[src/rtl/bist_scheduler.sv]
// Round-robin scheduler sharing one BIST controller between NREQ requesters:
// grants, starts the run, watches for completion, checks the MISR signature, reports.
module bist_scheduler #(
  parameter int unsigned NREQ    = 2,
  parameter int unsigned SIGW    = 16,
  parameter int unsigned TIMEOUT = 1024,
  parameter int unsigned FCW     = 8
) (
  input  logic            clk,
  input  logic            reset,
  input  logic [NREQ-1:0] req,
  output logic [NREQ-1:0] gnt,
  output logic [NREQ-1:0] done,
  output logic            pass,
  output logic            timeout_err,
  output logic            busy,
  output logic            bist_start,
  input  logic            bist_end,
  input  logic [SIGW-1:0] signature,
  input  logic [SIGW-1:0] golden,
  output logic [FCW-1:0]  fail_count
);

  localparam int unsigned PW = (NREQ > 1) ? $clog2(NREQ) : 1;
  localparam int unsigned WW = $clog2(TIMEOUT);

  typedef enum logic [2:0] {S_IDLE, S_START, S_WAIT, S_CHECK, S_REPORT} state_e;

  state_e          state_q, state_d;
  logic [PW-1:0]   rr_ptr_q, rr_ptr_d, win_q, win_d, arb_idx;
  logic            arb_found;
  logic [NREQ-1:0] gnt_q, gnt_d;
  logic [WW-1:0]   wdog_q, wdog_d;
  logic            pass_q, pass_d, tmo_q, tmo_d;
  logic [FCW-1:0]  fcnt_q, fcnt_d;
  int unsigned     cand;

  // First requester at or after rr_ptr, wrapping around.
  always_comb begin
    arb_found = 1'b0;
    arb_idx   = '0;
    cand      = 0;
    for (int unsigned i = 0; i < NREQ; i++) begin
      cand = 32'(rr_ptr_q) + i;
      if (cand >= NREQ) cand = cand - NREQ;
      if (!arb_found && req[PW'(cand)]) begin
        arb_found = 1'b1;
        arb_idx   = PW'(cand);
      end
    end
  end

  always_comb begin
    state_d  = state_q;
    rr_ptr_d = rr_ptr_q;
    win_d    = win_q;
    gnt_d    = gnt_q;
    wdog_d   = '0;
    pass_d   = pass_q;
    tmo_d    = tmo_q;
    fcnt_d   = fcnt_q;
    unique case (state_q)
      S_IDLE: if (arb_found) begin
        state_d = S_START;
        win_d   = arb_idx;
        gnt_d   = NREQ'(1) << arb_idx;
        pass_d  = 1'b0;
        tmo_d   = 1'b0;
      end
      S_START: state_d = S_WAIT;
      // bist_end takes priority over the watchdog on the limit cycle.
      S_WAIT: begin
        if (bist_end) begin
          state_d = S_CHECK;
        end else if (wdog_q == WW'(TIMEOUT - 1)) begin
          state_d = S_REPORT;
          tmo_d   = 1'b1;
          pass_d  = 1'b0;
        end else begin
          wdog_d = wdog_q + WW'(1);
        end
      end
      S_CHECK: begin
        state_d = S_REPORT;
        pass_d  = (signature == golden);
      end
      S_REPORT: begin
        state_d  = S_IDLE;
        gnt_d    = '0;
        rr_ptr_d = (win_q == PW'(NREQ - 1)) ? '0 : win_q + PW'(1);
        if (!pass_q && (fcnt_q != '1)) fcnt_d = fcnt_q + FCW'(1);
      end
      default: state_d = S_IDLE;
    endcase
  end

  always_ff @(posedge clk or negedge reset) begin
    if (!reset) begin
      state_q  <= S_IDLE;
      rr_ptr_q <= '0;
      win_q    <= '0;
      gnt_q    <= '0;
      wdog_q   <= '0;
      pass_q   <= 1'b0;
      tmo_q    <= 1'b0;
      fcnt_q   <= '0;
    end else begin
      state_q  <= state_d;
      rr_ptr_q <= rr_ptr_d;
      win_q    <= win_d;
      gnt_q    <= gnt_d;
      wdog_q   <= wdog_d;
      pass_q   <= pass_d;
      tmo_q    <= tmo_d;
      fcnt_q   <= fcnt_d;
    end
  end

  assign gnt         = gnt_q;
  assign busy        = (state_q != S_IDLE);
  assign bist_start  = (state_q == S_START);
  assign done        = (state_q == S_REPORT) ? gnt_q : '0;
  assign pass        = (state_q == S_REPORT) && pass_q;
  assign timeout_err = (state_q == S_REPORT) && tmo_q;
  assign fail_count  = fcnt_q;

endmodule
[config.mk]
export PLATFORM = sky130hd
export DESIGN_NAME = bist_scheduler
export DESIGN_NICKNAME = d
export VERILOG_FILES = /design/src/rtl/bist_scheduler.sv
export SDC_FILE = /design/constraint.sdc
export NUM_CORES = 1
export LEC_CHECK = 0
export ABC_AREA = 1
export ABC_CLOCK_PERIOD_IN_PS = 1150
export CAP_MARGIN = 20
export CORE_UTILIZATION = 43
export CTS_BUF_LIST = sky130_fd_sc_hd__clkbuf_4 sky130_fd_sc_hd__clkbuf_8
export CTS_CLUSTER_DIAMETER = 200
export DETAILED_ROUTE_END_ITERATION = 8
export PLACE_DENSITY_LB_ADDON = 0.05
export SLEW_MARGIN = 30
export SYNTH_ARGS = -nofsm -noshare
export SYNTH_HDL_FRONTEND = slang
export SYNTH_SLANG_ARGS = --single-unit
[constraint.sdc]
create_clock -name clk -period 1.15 [get_ports clk]
set_input_delay 0.2875 -clock clk [delete_from_list [all_inputs] [get_ports clk]]
set_output_delay 0.2875 -clock clk [all_outputs]
set_load 0.01 [all_outputs]
==> results of run 1 <==
-- where the power goes --
part           leakage, nW  internal (mW)  switching, mW
sequential           0.359           1.16          0.177
clock               0.0255          0.243          0.293
combinational         1.07           1.16           1.10
total                 1.46           2.57           1.57
-- registers in the layout, indices dropped and copies added, names as in the netlist --
register / cells
wdog_q: 10
fail_count: 8
state_q: 3
gnt: 2
pass_q: 1
rr_ptr_q: 1
tmo_q: 1
win_q: 1
-- kinds of logic (layout without fill, tap and decap cells) --
family	count (synthesis)	count (layout)	synth area share [%]
AOI/OAI and AO/OA	15	15	5.35
xor gates and xnor gates	11	11	6.16
adders and majority gates	2	2	1.48
buffers and inverters	44	142	10.2
DFF	27	27	40.1
and+or+nand+nor	149	150	36.7
-- layout by cell type (no fill, tap or decap), types with 4 or more instances in the layout --
master and instances:
clkdlybuf4s50_1 36, nor2_1 37, o21ai_1 4, buf_4 34
nor2_2 9, nand2_2 5, buf_2 14, inv_1 36
nand2_1 77, inv_2 5, nand3_1 6, dfrtp_1 26
xnor2_1 6, xor2_1 4, buf_6 8
-- synthesized netlist by cell type --
cell type | instances | share of area [%]
nand2_1 | 81 | 18
nor2_1 | 46 | 10
inv_1 | 42 | 9.4
dfrtp_1 | 27 | 40
nand3_1 | 7 | 2.1
xnor2_1 | 6 | 3.1
a21oi_1 | 4 | 1.2
o21ai_1 | 4 | 1.2
xor2_1 | 4 | 2.1
nand2_2 | 3 | 1.1
nor2_2 | 3 | 1.1
nor3_1 | 3 | 0.89
ha_1 | 2 | 1.5
nand3_2 | 2 | 1.2
nand3b_1 | 2 | 0.89
o21ai_0 | 2 | 0.59
o21ai_2 | 2 | 1.0
a21boi_1 | 1 | 0.45
a31o_2 | 1 | 0.52
buf_6 | 1 | 0.67
clkinv_1 | 1 | 0.22
nand4_1 | 1 | 0.37
nand4_2 | 1 | 0.74
o22ai_1 | 1 | 0.37
xnor2_2 | 1 | 0.97
-- repair_timing --
action                     in CTS  in global routing
resized for setup              91                 15
hold buffers                    0                  0
pin swaps                       9                 11
setup endpoints to repair      42                 36
cloned                          1                  0
setup buffers                   7                  6
-- worst max-delay path: stages, from the launching register on --
cell	delay, ns
dfrtp_1	0.40
inv_2	0.09
nand3_4	0.13
nor2_1	0.11
buf_2	0.13
-- metal layers --
| layer | up-vias | routed length [um] |
|---|---|---|
| li1 | 948 | - |
| met1 | 808 | 1820 |
| met2 | 24 | 2330 |
| met3 | 4 | 121 |
| met4 | 0 | 25 |
| met5 | - | 0 |
-- worst paths after layout --
kind | cells past startpoint | slack (ns) | to | startpoint
min in group clk | 2 | 0.54 | win_q | win_q
setup reg to reg | 8 | -0.21 | wdog_q[1] | state_q[2]
hold reg to reg | 2 | 0.54 | win_q | win_q
hold / removal | 2 | 0.37 | wdog_q[8] | reset
max in group asynchronous | 2 | 0.62 | fail_count[0] | reset
setup / recovery | 4 | -0.27 | done[0] | state_q[1]
-- final cells by class --
type | count | area (um2) | share of cell area (%)
multi-input cells | 178 | 998 | 35.9
repair buffers | 95 | 836 | 30.0
flip-flops and latches | 27 | 677 | 24.3
inverters | 43 | 165 | 5.94
well taps | 48 | 60.1 | 2.16
clock buffers | 3 | 41.3 | 1.48
clock inverters | 1 | 5.00 | 0.180
-- stage by stage --
step | utilization, % | hold slack [ns] | TNS (ns) | total power [mW] | worst slack, ns
3_3_place_gp | 68.2 | 0.449 | -7.30 | 3.20 | -0.443
4_1_cts | 71.6 | 0.365 | -5.17 | 3.98 | -0.271
2_1_floorplan | - | -0.00809 | -1.71 | 2.21 | -0.117
5_1_grt | 74.9 | 0.377 | -8.01 | 4.44 | -0.329
6_report | 74.9 | 0.366 | -5.63 | 4.14 | -0.271
3_5_place_dp | 68.2 | 0.487 | -7.73 | 3.24 | -0.475
==> out/qor.txt, run 1 <==
Status: finished with violations
Failing checks: setup timing
Final std cells w/o fill: 395
CTS root buf: clkbuf_8
Max-slew violation count: 0
Die Area: 4170 um2
Fillcell total: 293
Cells after DPL: 377
I/O Buffers: 52
Synthesized flop and latch total: 27
Pin count of the biggest net entering global routing: 28
Critical path endpoint category: output pin
Max Clock Freq: 704 MHz
Min cycle time layout: 1.42 ns
GRT Residual Overflow: 0
# setup viols final: 32
Slew HR: 80.3%
Detailed placer's ending HPWL: 2980 um
Die H: 64.6 um
Mapped Cells: 248
Num ports: 53
Met1 usage: 25.3%
Die Width: 64.6 um
Worst-path clk slew: 0.09 ns
Most Crowded Layer GR: met2
GR Layer Usage met2: 40.5%
Placed Instance Area: 2530 um2
Worst vdd ir: 1050 uV
Pre-antenna DRT Iters: 4
Via count: 1784
WS Path Type: reg2out
Pwr/cell area: 1490 nW/um2
Hold crit path type: in2async
Synth cell types: 25
CP max FO: 8
Cts bufs inserted: 3
Placeable Area: 3720 um2
Max Cap Viol: 0
DR DRC count: 0
Final net count: 387
Slew @ Worst Pin: 0.293 ns
Mapped cell area: 1690 um2
Mean Syn Cell Area: 6.80 um2
Clk buf depth: 2
First-pass GRT wire length: 7000 um
TritonCTS Sinks: 27
Worst Setup Start Kind: register
Setup ws final: -0.271 ns
Leakage power: 1.46 nW
Clock tree from TritonCTS: yes
Synthesis-to-layout area growth: 65.1%
Final worst-path cycle share: 124%
Hold Fails Final Rpt: 0
Seq/Total Area, Yosys: 40.1%
Vias/cell: 4.52
Antenna violations before repair: 0
Clock Skews: 0.00523 ns
Syn_nets: 287
Post-route design area: 2780 um2
Layout cell share with drive strength beyond 1: 30.3%
GPL Wtd Cong: 0.901
RSZ-0062 raised after global routing: true
Vias in the first global route: 1704
Met3 usage: 4.23%
Initial DRC count: 93
H-tree levels: 1
WP data arrival: 1.13 ns
Worst-skew pair later-pin latency: 0.27 ns
Ant. Diodes: 0
Detailed Route WL: 4300 um
Starting Density: 45.4%
Ys Warns: 0
WP data required: 0.86 ns
Site Rows: 22
Global-route usage over all layers: 21.4%
Routed Antenna Nets: 0
WL/cell: 10.9 um
No activity file was read; power rests on OpenSTA's default activity.
==> inputs of run 2 (changes only) <==
--- a/config.mk
+++ b/config.mk
@@ -7,7 +7,6 @@
 export LEC_CHECK = 0
 export ABC_AREA = 1
 export ABC_CLOCK_PERIOD_IN_PS = 1150
-export CAP_MARGIN = 20
 export CORE_UTILIZATION = 43
 export CTS_BUF_LIST = sky130_fd_sc_hd__clkbuf_4 sky130_fd_sc_hd__clkbuf_8
 export CTS_CLUSTER_DIAMETER = 200
==> results of run 2 <==
The final DEF is identical to that of run 1; final timing and power are the same.
==> RTL change, RTL diff (settings of run 1) <==
Change the parameter `FCW` from 8 to 16.
--- a/src/rtl/bist_scheduler.sv
+++ b/src/rtl/bist_scheduler.sv
@@ -6,3 +6,3 @@
   parameter int unsigned TIMEOUT = 1024,
-  parameter int unsigned FCW     = 8
+  parameter int unsigned FCW     = 16
 ) (
Ports: changed (resized fail_count); port bits go from 53 to 61. The function was not compared with the original's and may differ.
==> RTL change against run 1 <==
- the run still ends with setup timing left
- critical path depth increased by 1
- final cell count increased by 41%
- first-iteration DRC count increased by 94%
- worst setup slack got worse by 0.092 ns
- area after synthesis increased by 33%
- clock power increased to 2.6 times the old value
- wire length increased by 76%
- clock skew about the same
- global-route usage increased by 4.2 points
- power increased by 48%
- via count increased by 50%
- sequential cell count increased by 8
- design area increased by 45%
- critical path type unchanged
- largest cell class unchanged
==> RTL change: results (changes against run 1) <==
----------------------------------------------------
[Outcome]
  Status ... finished with violations (unchanged)
  Violated checks ... setup timing (unchanged)

[Timing]
  Post-route setup TNS ... -9.67 ns (was -5.63 ns)
  Final critical-path setup slack ... -0.363 ns (was -0.271 ns)
  Setup violators final ... 47 (was 32)
  Slew Limit Headroom ... 80.1% (was 80.3%)

[Finish]
  Sequential Area ... 880 um2 (was 677 um2)
  Non-clk invs ... 63 (was 43)
  Number of clock buffers in the layout ... 6 (was 3)
  Number of sequential cells in the layout ... 35 (was 27)
  Count of fill cells added during filler insertion ... 277 (was 293)
  Post-route insts no fill ... 555 (was 395)
  Multi-input gate area in the final layout ... 1510 um2 (was 998 um2)
  Final net count ... 526 (was 387)

[GRT]
  Largest net degree at the start of global routing ... 36 (was 28)
  Via count of the first global-routing pass ... 2,514 (was 1,704)
  Overall Global Routing Usage ... 25.7% (was 21.4%)
  Global-route wire length before repair ... 10,900 um (was 7000 um)

[Placed design]
  Number of instances in the placed design ... 523 (was 377)
  Area of placed instances ... 3380 um2 (was 2530 um2)
  Count of port buffers added during placement ... 60 (was 52)
  Worst setup slack after placement ... -0.458 ns (was -0.475 ns)
  Placed wire-length estimate ... 4410 um (was 2980 um)
  Placer's final routability congestion estimate ... 0.852 (was 0.901)

[Critical path]
  Reg-to-reg startpoint ... fail_count[1] (was state_q[2])
  R2R setup slack ... -0.35 ns (was -0.21 ns)
  Largest fanout on the critical path ... 2 (was 8)
  Arr. time, crit path ... 1.23 ns (was 1.13 ns)
  Capturing point of the worst reg2reg path ... fail_count[15] (was wdog_q[1])

[Yosys]
  Commonest cells in the netlist ... sky130_fd_sc_hd__nand2_1 (128), sky130_fd_sc_hd__inv_1 (60), sky130_fd_sc_hd__nor2_1 (54) (was sky130_fd_sc_hd__nand2_1 (81), sky130_fd_sc_hd__nor2_1 (46), sky130_fd_sc_hd__inv_1 (42))
  Part of the Yosys area used for sequential elements ... 39.2% (was 40.1%)

[Floorplan]
  Number of cell rows ... 25 (was 22)

[Pwr]
  Ratio of total power to cell area ... 1520 nW/um2 (was 1490 nW/um2)
  Worst vdd rail ir drop ... 1.06 mV (was 1.05 mV)

[Detailed routing]
  Vias per Instance ... 4.82 (was 4.52)
  Count of routing violations after the opening detailed-route iteration ... 180 (was 93)

[Clock tree]
  Clock-pin transition on the worst setup and hold timing paths ... 0.07 ns (was 0.09 ns)

----------------------------------------------------
## RTL change: kinds of logic after synthesis
kind of cell / Yosys count / share of synthesized area, %
and+or+nand+nor: 218 / 40.2
adders and majority gates: 2 / 1.12
DFF: 35 / 39.2
AOI/OAI and AO/OA: 16 / 3.70
buffers and inverters: 63 / 11.1
xor gates and xnor gates: 12 / 4.70
## RTL change: per-layer routing
layer | up-vias | global-route usage (%) | part of all wire, %
met5 | - | 0 | 0
met4 | 0 | 6.62 | 1.5
met3 | 13 | 5.15 | 7.5
met2 | 102 | 45.2 | 51
met1 | 1231 | 32.2 | 40
li1 | 1331 | - | -
## RTL change: how the worst max path moves through the flow
stage                        from              to  slack (ns)  depth (start not counted)
global route        fail_count[4]  fail_count[15]       -0.51                          8
finish                 state_q[0]            busy       -0.36                          5
floorplan           fail_count[1]   fail_count[3]       -0.25                          8
CTS                    state_q[1]         done[1]       -0.38                          6
detailed placement     state_q[0]         done[1]       -0.46                          6
global placement       state_q[0]         done[1]       -0.44                          6
## RTL change: worst max-delay path: stages, from the launching register on
cell and delay [ns]:
sky130_fd_sc_hd__dfrtp_1 0.40, sky130_fd_sc_hd__inv_2 0.09, sky130_fd_sc_hd__nand2_4 0.07, sky130_fd_sc_hd__nor2_2 0.15, sky130_fd_sc_hd__inv_1 0.09, sky130_fd_sc_hd__buf_2 0.14
## RTL change: repair_timing
action,4_1_cts,5_1_grt
resized for setup,170,53
setup buffers,18,10
setup endpoints to repair,58,51
cloned,2,0
pin swaps,26,23
## RTL change: power breakdown
part / internal (mW) / leakage, nW / switching (mW) / total, mW
sequential: 1.44 / 0.468 / 0.151 / 1.59
clock: 0.891 / 0.0688 / 0.481 / 1.37
combinational: 1.55 / 1.53 / 1.64 / 3.18
total: 3.88 / 2.07 / 2.27 / 6.15
